$ cat config.mk
export PLATFORM = sky130hd
export DESIGN_NAME = packer_ctrl
export DESIGN_NICKNAME = d
export VERILOG_FILES = /design/src/rtl/packer_ctrl_pkg.sv /design/src/rtl/packer_ctrl_framer.sv /design/src/rtl/packer_ctrl.sv
export SDC_FILE = /design/constraint.sdc
export NUM_CORES = 1
export LEC_CHECK = 0
export BUFFER_PORTS_ARGS = -buffer_cell sky130_fd_sc_hd__buf_2
export CORE_MARGIN = 1.5
export CORE_UTILIZATION = 40
export CTS_BUF_LIST = sky130_fd_sc_hd__clkbuf_4
export CTS_CLUSTER_DIAMETER = 50
export DETAILED_ROUTE_END_ITERATION = 16
export PLACE_DENSITY = 0.77
export SLEW_MARGIN = 10
export SYNTH_ARGS = -nofsm -noshare
export SYNTH_HDL_FRONTEND = slang
export SYNTH_SLANG_ARGS = --single-unit
export TNS_END_PERCENT = 50
$ cat constraint.sdc
create_clock -name clk -period 3.6 [get_ports clk]
set_input_delay 0.36 -clock clk [delete_from_list [all_inputs] [get_ports clk]]
set_output_delay 0.36 -clock clk [all_outputs]
set_load 0.005 [all_outputs]
$ cat src/rtl/packer_ctrl_pkg.sv
// rtl/packer_ctrl_pkg.sv - shared widths, state encoding and config check for packer_ctrl
package packer_ctrl_pkg;

    localparam int PKT_WORDS_W  = 12;
    localparam int CHAN_COUNT_W = 3;
    localparam int MAX_CHANS    = 4;

    typedef enum logic [2:0] {
        ST_IDLE     = 3'd0,
        ST_PK_RESET = 3'd1,
        ST_ARM      = 3'd2,
        ST_RUN      = 3'd3,
        ST_STOPPING = 3'd4
    } state_e;

    // A configuration is usable only with 1..MAX_CHANS channels and a non-empty packet.
    function automatic logic cfg_legal(input logic [CHAN_COUNT_W-1:0] chans,
                                       input logic [PKT_WORDS_W-1:0]  words);
        return (chans != '0) && (chans <= CHAN_COUNT_W'(MAX_CHANS)) && (words != '0);
    endfunction

endpackage

$ cat src/rtl/packer_ctrl_framer.sv
// rtl/packer_ctrl_framer.sv - word counter, sop/eop marking, timestamp latch and packet counter
module packer_ctrl_framer
    import packer_ctrl_pkg::*;
(
    input  logic                   clk,
    input  logic                   reset,
    input  logic                   fwd_i,
    input  logic [PKT_WORDS_W-1:0] packet_words_i,
    input  logic [63:0]            data_i,
    input  logic [63:0]            ts_i,
    output logic                   m_valid_o,
    output logic                   m_sop_o,
    output logic                   m_eop_o,
    output logic [63:0]            m_data_o,
    output logic [63:0]            m_timestamp_o,
    output logic [31:0]            pkt_count_o,
    output logic                   eop_accept_o,
    output logic                   pkt_open_o
);

    logic [PKT_WORDS_W-1:0] word_cnt_q, word_cnt_d;
    logic                   m_valid_q, m_valid_d;
    logic                   m_sop_q, m_sop_d;
    logic                   m_eop_q, m_eop_d;
    logic [63:0]            m_data_q, m_data_d;
    logic [63:0]            m_ts_q, m_ts_d;
    logic [31:0]            pkt_count_q, pkt_count_d;
    logic                   is_first;
    logic                   is_last;

    // Classify the word being accepted and compute the next framing state.
    always_comb begin
        is_first    = (word_cnt_q == '0);
        is_last     = (word_cnt_q == (packet_words_i - PKT_WORDS_W'(1)));
        m_valid_d   = fwd_i;
        m_sop_d     = fwd_i && is_first;
        m_eop_d     = fwd_i && is_last;
        m_data_d    = fwd_i ? data_i : m_data_q;
        m_ts_d      = (fwd_i && is_first) ? ts_i : m_ts_q;
        word_cnt_d  = word_cnt_q;
        if (fwd_i) begin
            word_cnt_d = is_last ? '0 : word_cnt_q + PKT_WORDS_W'(1);
        end
        pkt_count_d = pkt_count_q + {31'd0, (fwd_i && is_last)};
    end

    // Framing registers; all state is rewritten every cycle from its next value.
    always_ff @(posedge clk) begin
        if (reset) begin
            word_cnt_q  <= '0;
            m_valid_q   <= 1'b0;
            m_sop_q     <= 1'b0;
            m_eop_q     <= 1'b0;
            m_data_q    <= '0;
            m_ts_q      <= '0;
            pkt_count_q <= '0;
        end else begin
            word_cnt_q  <= word_cnt_d;
            m_valid_q   <= m_valid_d;
            m_sop_q     <= m_sop_d;
            m_eop_q     <= m_eop_d;
            m_data_q    <= m_data_d;
            m_ts_q      <= m_ts_d;
            pkt_count_q <= pkt_count_d;
        end
    end

    assign m_valid_o     = m_valid_q;
    assign m_sop_o       = m_sop_q;
    assign m_eop_o       = m_eop_q;
    assign m_data_o      = m_data_q;
    assign m_timestamp_o = m_ts_q;
    assign pkt_count_o   = pkt_count_q;
    assign eop_accept_o  = fwd_i && is_last;
    assign pkt_open_o    = !is_first;

endmodule

$ cat src/rtl/packer_ctrl.sv
// rtl/packer_ctrl.sv - run/arm/stop sequencing of the sample packer and packet framing
module packer_ctrl
    import packer_ctrl_pkg::*;
(
    input  logic                    clk,
    input  logic                    reset,
    input  logic                    run,
    input  logic [CHAN_COUNT_W-1:0] cfg_chan_count,
    input  logic [PKT_WORDS_W-1:0]  cfg_packet_words,
    input  logic                    adc_valid,
    output logic                    pk_reset,
    output logic                    pk_en,
    output logic [CHAN_COUNT_W-1:0] pk_enabled_chan_count,
    input  logic                    pk_data_out_valid,
    input  logic                    pk_data_out_sync,
    input  logic [63:0]             pk_data_out,
    input  logic [63:0]             pk_timestamp_out,
    output logic                    m_valid,
    output logic                    m_sop,
    output logic                    m_eop,
    output logic [63:0]             m_data,
    output logic [63:0]             m_timestamp,
    output logic                    busy,
    output logic                    cfg_error,
    output logic [31:0]             pkt_count
);

    state_e                  state_q, state_d;
    logic [CHAN_COUNT_W-1:0] chan_q, chan_d;
    logic [PKT_WORDS_W-1:0]  words_q, words_d;
    logic                    cfg_error_q, cfg_error_d;
    logic                    fwd;
    logic                    eop_accept;
    logic                    pkt_open;

    // A packer word goes downstream once the sync word has been seen, and until the closing eop.
    assign fwd = pk_data_out_valid &&
                 (((state_q == ST_ARM) && run && pk_data_out_sync) ||
                  (state_q == ST_RUN) || (state_q == ST_STOPPING));

    // Next-state and packer control outputs.
    always_comb begin
        state_d     = state_q;
        chan_d      = chan_q;
        words_d     = words_q;
        cfg_error_d = cfg_error_q;
        pk_en       = 1'b0;
        pk_reset    = reset;
        case (state_q)
            ST_IDLE: begin
                if (run) begin
                    if (cfg_legal(cfg_chan_count, cfg_packet_words)) begin
                        chan_d  = cfg_chan_count;
                        words_d = cfg_packet_words;
                        state_d = ST_PK_RESET;
                    end else begin
                        cfg_error_d = 1'b1;
                    end
                end
            end
            ST_PK_RESET: begin
                pk_reset = 1'b1;
                state_d  = ST_ARM;
            end
            ST_ARM: begin
                pk_en = adc_valid;
                if (!run) begin
                    state_d = ST_IDLE;
                end else if (fwd) begin
                    state_d = ST_RUN;
                end
            end
            ST_RUN: begin
                pk_en = adc_valid;
                if (eop_accept) begin
                    state_d = run ? ST_RUN : ST_IDLE;
                end else if (!run) begin
                    // Nothing open and nothing starting: no packet to close out.
                    state_d = (pkt_open || fwd) ? ST_STOPPING : ST_IDLE;
                end
            end
            ST_STOPPING: begin
                pk_en = adc_valid;
                if (eop_accept) begin
                    state_d = ST_IDLE;
                end
            end
            default: state_d = ST_IDLE;
        endcase
        if (reset) begin
            pk_en = 1'b0;
        end
    end

    // State and latched configuration registers.
    always_ff @(posedge clk) begin
        if (reset) begin
            state_q     <= ST_IDLE;
            chan_q      <= CHAN_COUNT_W'(1);
            words_q     <= PKT_WORDS_W'(1);
            cfg_error_q <= 1'b0;
        end else begin
            state_q     <= state_d;
            chan_q      <= chan_d;
            words_q     <= words_d;
            cfg_error_q <= cfg_error_d;
        end
    end

    packer_ctrl_framer u_framer (
        .clk            (clk),
        .reset          (reset),
        .fwd_i          (fwd),
        .packet_words_i (words_q),
        .data_i         (pk_data_out),
        .ts_i           (pk_timestamp_out),
        .m_valid_o      (m_valid),
        .m_sop_o        (m_sop),
        .m_eop_o        (m_eop),
        .m_data_o       (m_data),
        .m_timestamp_o  (m_timestamp),
        .pkt_count_o    (pkt_count),
        .eop_accept_o   (eop_accept),
        .pkt_open_o     (pkt_open)
    );

    assign pk_enabled_chan_count = chan_q;
    assign busy                  = (state_q != ST_IDLE);
    assign cfg_error             = cfg_error_q;

endmodule

**Yosys cells after proc, flatten, opt, wreduce, memory -nomap -nowiden**

Index checks and enable logic that the tools add are counted.

- Register bits: 194
- Bits of input ports: 149
- Output and inout bits: 170
- Logic and storage cells: 60

- Add/sub/neg operators: 3
- $lt $le $gt $ge: 1
- Eq/ne operators: 10
- Mux-type cells: 14
- Bitwise logic cells: 1
- Reduce and logical (&&, ||, !) cells: 20

Operators by type and width:

| operator | count |
|---|---|
| $add 32x1->32 | 1 |
| $mux 3 | 8 |
| $pmux 3 s5 | 1 |
| $add 12x1->12 const B | 1 |
| $eq 12x12->1 | 1 |
| $logic_not 12->1 | 1 |
| $mux 12 | 1 |
| $reduce_bool 12->1 | 1 |
| $sub 12x1->12 const B | 1 |
| $logic_and 1x1->1 | 7 |
| $eq 3x2->1 const B | 2 |
| $ne 2x2->1 const B | 3 |
| $ne 3x3->1 const B | 2 |
| $reduce_and 3->1 | 2 |
| $reduce_bool 3->1 | 2 |
| $reduce_and 5->1 | 1 |
| $eq 3x1->1 const B | 1 |
| $eq 3x3->1 const B | 1 |
| $le 3x3->1 const B | 1 |
| $logic_not 3->1 | 1 |
| $logic_or 1x1->1 | 3 |
| $mux 1 | 3 |
| $reduce_or 3->1 | 1 |
| $mux 2 | 1 |
| 2 further kinds | 2 |

**Longest topological paths before layout**

Gate-level depths: netlist of run 1.

- Depth after elaboration: 11
- Depth in mapped cells: 17
- Gate-level depth less buffers: 17

**Modules after synthesis**

A second synthesis of run 1 with hierarchy kept.

- Cells, all modules: 877
- Area total of the unflattened synthesis: 7738.7 µm²

By module, submodules not included:

| module | instances | cells an instance | area each (µm²) | sequential area each (µm²) |
|---|---|---|---|---|
| packer_ctrl_framer | 1 | 782 | 6864.1 | 3503.4 |
| packer_ctrl | 1 | 95 | 874.6 | 380.4 |

**Worst setup path before layout of run 1**

OpenSTA, ideal clock, no wires.

- Path kind: register to register
- Start point: reg words_q[0]
- End point: reg u_framer.pkt_count_q[29] (netlist: u_framer.pkt_count_o[29])
- Library setup time: 128 ps
- Arrival: 2925 ps
- Data required time: 3472 ps
- Setup slack: 548 ps
- Cell stages (with the launch flop): 18
- Path buffers: 1
- Period minus slack after synthesis: 3052 ps
- Cell sequence: dfxtp_1 > inv_1 > ha_1 > buf_4 > nor3b_1 > xnor2_1 > nor3_1 > and3_1 > o2111ai_1 > nor2_1 > ha_1 > and3_1 > nand4_1 > nor3_1 > and2_1 > nand3_1 > xor2_1 > nor2_1

- Word-level cells in the longest chain between the ends: 4

RTL lines:

| element | line | RTL |
|---|---|---|
| start, declared | packer_ctrl.sv:30 | `logic [PKT_WORDS_W-1:0] words_q, words_d;` |
| start signal, assigned | packer_ctrl.sv:105 | `words_q <= words_d;` |
| $sub 12x1->12 | packer_ctrl_framer.sv:34 | `is_last = (word_cnt_q == (packet_words_i - PKT_WORDS_W'(1)));` |
| $eq 12x12->1 | packer_ctrl_framer.sv:34 |  |
| $logic_and 1x1->1 | n/a |  |
| via eop_accept | packer_ctrl.sv:33 | `logic eop_accept;` |
| $add 32x1->32 | packer_ctrl_framer.sv:44 | `pkt_count_d = pkt_count_q + {31'd0, (fwd_i && is_last)};` |
| end signal, assigned | packer_ctrl_framer.sv:64 | `pkt_count_q <= pkt_count_d;` |
| end, declared | packer_ctrl_framer.sv:27 | `logic [31:0] pkt_count_q, pkt_count_d;` |

The timed path passes the listed nets, and every way through them passes these cells.
A chain may end at the register's enable or synchronous reset.

**Worst setup path after layout of run 1**

- Start point: reg words_q[1]
- End point: reg u_framer.pkt_count_q[23] (netlist: u_framer.pkt_count_o[23])

Same word-level chain as after synthesis.

==> metrics.csv, run 1 <==
metric,value,unit
status,"finished, final reports clean",
Synth Area in Compound Gates,0.1214,
Hold Fails Final Rpt,0,
Worst-Skew Late Latency,560,ps
DIE HEIGHT,141.7,µm
Net Sw Power,1.053,mW
Post-synth EDFFs,0,
Achievable Freq,0.3061,GHz
Detail Placement HPWL,14.98,mm
combinational power share,0.115,
Synth Cell Area,7696,µm²
Setup crit start kind,flip-flop,
synth top area cells,"dfxtp_1, nand2_1, a21oi_1",
WL/cell,14.97,µm
Post-Place Cells,1454,
port bufs,318,
1st-iter DRT viols,489,
# Post-CTS Setup Buffers,0,
total grt overflow,0,
pwr/cell area,341.0,nW/µm²
Avg Inst Size Synth,8.084,µm²
CP arrival,3710,ps
Metal-1 WL,9.847,mm
RSZ-0062 raised after global routing,yes,
minimum clock period,3267,ps
routed wl met3,1.798,mm
die area,20080,µm²
Worst Max-Slew Pin Slew,720.5,ps
Via Count,8250,
switch share,0.2778,
relative slew slack,0.5197,
CP max FO,13,
most frequent cells in the layout,"buf_2, nand2_1, dfxtp_1, a21oi_1, dlygate4sd3_1",
Synth area leader,dfxtp_1,
syn_nets,1106,
Detailed Routing Iterations Pass 1,5,
CTS tree,built,
Final Max Slew Viols,0,
crit path capture type,flip-flop,
Horiz. Die Dim,141.7,µm
Max Cap Violations,0,
Clock Sink Count,194,
detailed-route DRC error count,0,
routed length on met2,11.68,mm
Clock Pin Slew Worst Setup and Hold Paths,170,ps
vias in the first global route,7911,
Total Nets Final,1527,
routed vias/inst,5.089,
IO Pins,319,
largest net degree at the start of global routing,125,
Cell Rows,50,
first-pass GRT wire length,38.21,mm
"FFs w/ async S/R, synth",0,
Core ar.,18770,µm²
Inserted Clock Buffers,17,
clock root buffer,clkbuf_4,
Seq cells post-synth,194,
register area share after synthesis,0.5046,
Lkg Pwr,4.848,nW
clock network power share,0.305,
Finished Layout Cells,1621,
Crit Path Class,reg -> reg,
Worst Hold Class,in -> reg,
WL final,24.26,mm
# H-tree levels,4,
largest family of logic cells by synthesized area,simple AND/OR/NAND/NOR gates,
Post-Synth Adder-Cell Area,0.008129,
Ys Warns,0,
Synth Area in Simple Gates,0.2507,
"Distinct cells, synth",51,
Setup TNS,0,ps
Main synth FF type,dfxtp_1,
"Req. time, crit path",4040,ps
Final Skew,27.88,ps
"reg-to-reg slack, setup",330,ps
Synth top area share,0.5046,
worst vdd ir,0.4181,mV
Reg power frac,0.580,
top sig layer,met4,
placer congestion estimate,0.8451,
Total Routing Usage GR,0.2357,
final setup violation count,0,
Hold Path Stages,3,
Initial Util,0.4101,
share of cells above drive strength 1,0.2749,
Synth Area in XOR/XNOR,0.05576,
initial antenna violation count,1,
FF-to-FF path depth,17,
post-synthesis mux area share,0.02211,
"most common cell after layout, fill and taps aside",buf_2,
crit share post-route,0.9075,
Max clock buf depth,2,
internal power,2.739,mW
synthesis-to-layout area growth,44.51,%
DRT antenna net count,0,
Post-Synthesis Cells,952,
final timing paths:
check                   startpoint                        to
min           cfg_packet_words[10]               words_q[10]
min reg2reg  u_framer.m_data_o[12]     u_framer.m_data_o[12]
max reg2reg             words_q[1]  u_framer.pkt_count_o[23]
max                     words_q[1]  u_framer.pkt_count_o[23]
metal layers:
metal | vias up | track usage
met2 | 396 | 0.3944
met1 | 3763 | 0.2756
met5 | - | 0
met4 | 0 | 0.1080
li1 | 4005 | -
met3 | 86 | 0.07459
synthesized netlist by cell type (6+ instances only):
cell type	instances
dfxtp_1	194
clkbuf_1	56
nand3_1	22
nand4_1	13
and3_1	9
nand2_1	277
nor4_1	6
mux2i_1	17
a21oi_1	138
nor2_1	68
xnor2_1	22
inv_1	13
o21ai_0	7
xor2_1	27
nor3_1	13
final cells by class:
type	count	area, µm²
clock inverter	14	145.1
multi-input combinational	684	3566
antenna	1	2.502
sequential	194	3885
tap	234	292.8
timing repair buffer	463	3047
fill	1561	7646
inverter	13	48.80
clock buffer	18	135.1
stage by stage:
| step | worst slack (ps) | hold slack [ps] | utilization | cell area (µm²) | total power [mW] |
|---|---|---|---|---|---|
| 2_1_floorplan | 547.6 | 452.7 | - | 7696 | 2.411 |
| 3_3_place_gp | 271.7 | 438.0 | 0.5049 | 9477 | 2.545 |
| 3_5_place_dp | 161.8 | 443.0 | 0.5049 | 9477 | 2.552 |
| 4_1_cts | 107.9 | 1.984 | 0.5903 | 11080 | 3.822 |
| 5_1_grt | -4.800 | 2.134 | 0.5926 | 11120 | 3.958 |
| 6_report | 333.1 | 55.70 | 0.5926 | 11120 | 3.792 |
cell families after synthesis:
family	Yosys count
adder cells (fa/ha/maj)	5
flip-flops	194
AO/OA/AOI/OAI	170
XOR/XNOR	49
multiplexers	17
buffers and inverters	74
AND/OR/NAND/NOR	443
registers in the layout (all words and copies together) (netlist names), 3 cells and up:
register,cells
u_framer.pkt_count_o,32
u_framer.m_timestamp_o,64
pk_enabled_chan_count,3
u_framer.m_data_o,64
state_q,3
u_framer.word_cnt_q,12
words_q,12
timing repair:
action / 4_1_cts / 5_1_grt
gates resized for setup: 0 / 8
hold buffers: 132 / 2
endpoints found under the hold margin: 132 / 2
setup endpoints to repair: 0 / 10
power by group through the flow:
| stage | registers (mW) | clock network, mW | logic [mW] |
|---|---|---|---|
| 3_5_place_dp | 2.24 | 0 | 0.309 |
| 4_1_cts | 2.20 | 1.20 | 0.424 |
| 5_1_grt | 2.20 | 1.28 | 0.471 |
| 3_3_place_gp | 2.24 | 0 | 0.304 |
| 2_1_floorplan | 2.24 | 0 | 0.173 |
| 6_report | 2.20 | 1.16 | 0.435 |
worst max-delay path: stages, from the launching register on:
cell	delay, ps
dfxtp_1	430
inv_1	60
ha_2	260
o21bai_1	210
a211oi_1	240
a31oi_1	70
o21a_2	240
nor2_1	100
o2111ai_1	170
nor2_1	130
ha_1	170
and3_2	240
nand4_1	150
buf_4	190
nor2_1	180
nand3_1	120
xor2_1	130
nor2_1	50
(Power assumes the default switching activity.)
==> inputs of run 2 (changes only) <==
--- a/config.mk
+++ b/config.mk
@@ -6,7 +6,8 @@
 export NUM_CORES = 1
 export LEC_CHECK = 0
 export BUFFER_PORTS_ARGS = -buffer_cell sky130_fd_sc_hd__buf_2
-export CORE_MARGIN = 1.5
+export CORE_ASPECT_RATIO = 1.2
+export CORE_MARGIN = 4
 export CORE_UTILIZATION = 40
 export CTS_BUF_LIST = sky130_fd_sc_hd__clkbuf_4
 export CTS_CLUSTER_DIAMETER = 50
==> run 2 against run 1 <==
Effect of this change:
- first-iteration DRC count rose by 19%
- largest power group unchanged
- clock skew up 13 ps
- critical path depth down 1
- fmax about the same
- clock-buffer cell count stayed put
==> metrics.csv, run 2 (synthesized netlist as in run 1, its figures left out) <==
metric,value,unit,change
status,"finished, final reports clean",,
Worst-Skew Late Latency,580,ps,+20 ps
Via Count,8265,,+0.18%
setup ws final,335.4,ps,+2.301 ps
die area,21530,µm²,+7.2%
most frequent cells in the layout,"buf_2, nand2_1, dfxtp_1, dlygate4sd3_1, a21oi_1",,
Worst path most repeated cell,nor2_1,,
Top delay family on crit path,simple AND/OR/NAND/NOR gates,,
Inserted Clock Buffers,17,,unchanged
"Critical Path, Cell by Cell",inv_1 -> ha_4 -> o21bai_1 -> a211oi_1 -> a31oi_1 -> o21a_2 -> nor2_1 -> o2111ai_1 -> nor2_1 -> ha_1 -> ha_1 -> nand3_1 -> nor3_1 -> nand3_1 -> xor2_1 -> nor2_1,,
Final Max Slew Viols,0,,unchanged
DRT antenna net count,0,,unchanged
total grt overflow,0,,unchanged
Setup crit start kind,flip-flop,,
"most common cell after layout, fill and taps aside",buf_2,,
Clock Sink Count,194,,unchanged
Hold Fails Final Rpt,0,,unchanged
detailed-route DRC error count,0,,unchanged
Clock Pin Slew Worst Setup and Hold Paths,170,ps,about the same
Cell Rows,55,,+10%
initial antenna violation count,3,,+2
placer congestion estimate,0.8961,,+6.0%
port bufs,318,,unchanged
WL final,24.97,mm,+2.9%
crit share post-route,0.9068,,about the same
WP buf/inv,1,,-1
WL/cell,15.11,µm,+0.95%
Max Cap Violations,0,,unchanged
# H-tree levels,4,,unchanged
Worst Hold Class,in -> reg,,
"slowest stage delay, CP",460,ps,+30 ps
synthesis-to-layout area growth,45.81,%,
CP arrival,3730,ps,+20 ps
CP max FO,13,,unchanged
Detailed Routing Iterations Pass 1,5,,unchanged
relative slew slack,0.5345,,+0.01480
Final Skew,40.76,ps,+12.88 ps
Total Routing Usage GR,0.2215,,-0.01423
first-pass GRT wire length,39.35,mm,+3.0%
filler cell count in the final layout,1599,,+2.4%
Crit Path Class,reg -> reg,,
routed vias/inst,5.000,,-1.8%
Power Total,3.787,mW,-0.15%
"slowest stage cell, crit path",nor3_1,,
crit path capture type,flip-flop,,
minimum clock period,3265,ps,-2.301 ps
final setup violation count,0,,unchanged
Finished Layout Cells,1653,,+2.0%
pwr/cell area,337.4,nW/µm²,-1.0%
RSZ-0062 raised after global routing,no,,
worst vdd ir,0.2186,mV,-48%
Max clock buf depth,2,,unchanged
Core ar.,18860,µm²,+0.47%
Lkg Pwr,4.878,nW,+0.61%
clock root buffer,clkbuf_4,,
largest net degree at the start of global routing,101,,-19%
Worst Max-Slew Pin Slew,698.3,ps,-22.21 ps
vias in the first global route,8081,,+2.1%
IO Pins,319,,unchanged
CTS tree,built,,
Achievable Freq,0.3063,GHz,about the same
Post-Place Cells,1477,,+1.6%
Setup TNS,0,ps,unchanged
Total Nets Final,1534,,+0.46%
DIE HEIGHT,160.0,µm,+13%
share of cells above drive strength 1,0.2728,,-0.002099
1st-iter DRT viols,584,,+19%
Horiz. Die Dim,134.6,µm,-5.0%
Detail Placement HPWL,15.82,mm,+5.6%
Hold Slack,54.82,ps,-0.8767 ps
"Req. time, crit path",4070,ps,+30 ps
Initial Util,0.4082,,-0.001905
"worst slack, placed",127.3,ps,-34.49 ps
run 2: cell types whose count changed in the layout (fill, tap and decap cells not counted), sizes merged:
cell / before / now
inv: 20 / 19
diode: 1 / 4
buf: 329 / 330
dlygate4sd3: 134 / 140
clkinvlp: 1 / 2
run 2: through the flow:
step           area (µm²)  utilization
2_1_floorplan        7696            -
3_3_place_gp         9499       0.5038
3_5_place_dp         9499       0.5038
4_1_cts             11180       0.5929
5_1_grt             11220       0.5950
6_report            11220       0.5952
run 2: area by class of cell:
type | instances | area (µm²) | share of cell area
tap | 256 | 320.3 | 0.02854
multi-input combinational | 684 | 3576 | 0.3187
clock buffer | 18 | 135.1 | 0.01204
clock inverter | 14 | 143.9 | 0.01282
timing repair buffer | 470 | 3102 | 0.2764
antenna | 4 | 10.01 | 0.0008920
sequential | 194 | 3886 | 0.3463
inverter | 13 | 48.80 | 0.004348
run 2: final timing paths:
kind / startpoint / to / slack (ps) / cells past startpoint
hold reg to reg: u_framer.m_timestamp_o[49] / u_framer.m_timestamp_o[49] / 460 / 2
hold / removal: cfg_packet_words[10] / words_q[10] / 50 / 3
setup / recovery: words_q[1] / u_framer.pkt_count_o[28] / 340 / 16
setup reg to reg: words_q[1] / u_framer.pkt_count_o[28] / 340 / 16
run 2: worst reg2reg max path: cells and delay by family (launching register included):
kind            cells  cell delay (ps)
flops               1              420
simple gates        6             1030
buf+inv             1               90
fa+ha+maj           3              580
xor+xnor            1              160
compound gates      5              920
run 2: report_power, final:
part           internal [mW]  total, mW  switching, mW
Combinational          0.248      0.444          0.196
Clock                  0.317       1.14          0.825
Sequential              2.17       2.20         0.0253
run 2: timing repair:
action | 4_1_cts | 5_1_grt
endpoints found under the hold margin | 140 | 0
gates resized for setup | 0 | 8
buffers inserted | 0 | 0
hold buffers | 140 | 0
endpoints found under the setup margin | 0 | 17
run 2: per-layer routing:
metal,GRT usage,vias to the layer above,routed length (µm)
met3,0.05671,64,1830
li1,-,4018,-
met5,0,-,0
met2,0.3787,351,12450
met1,0.2595,3832,9880
met4,0.09907,0,814
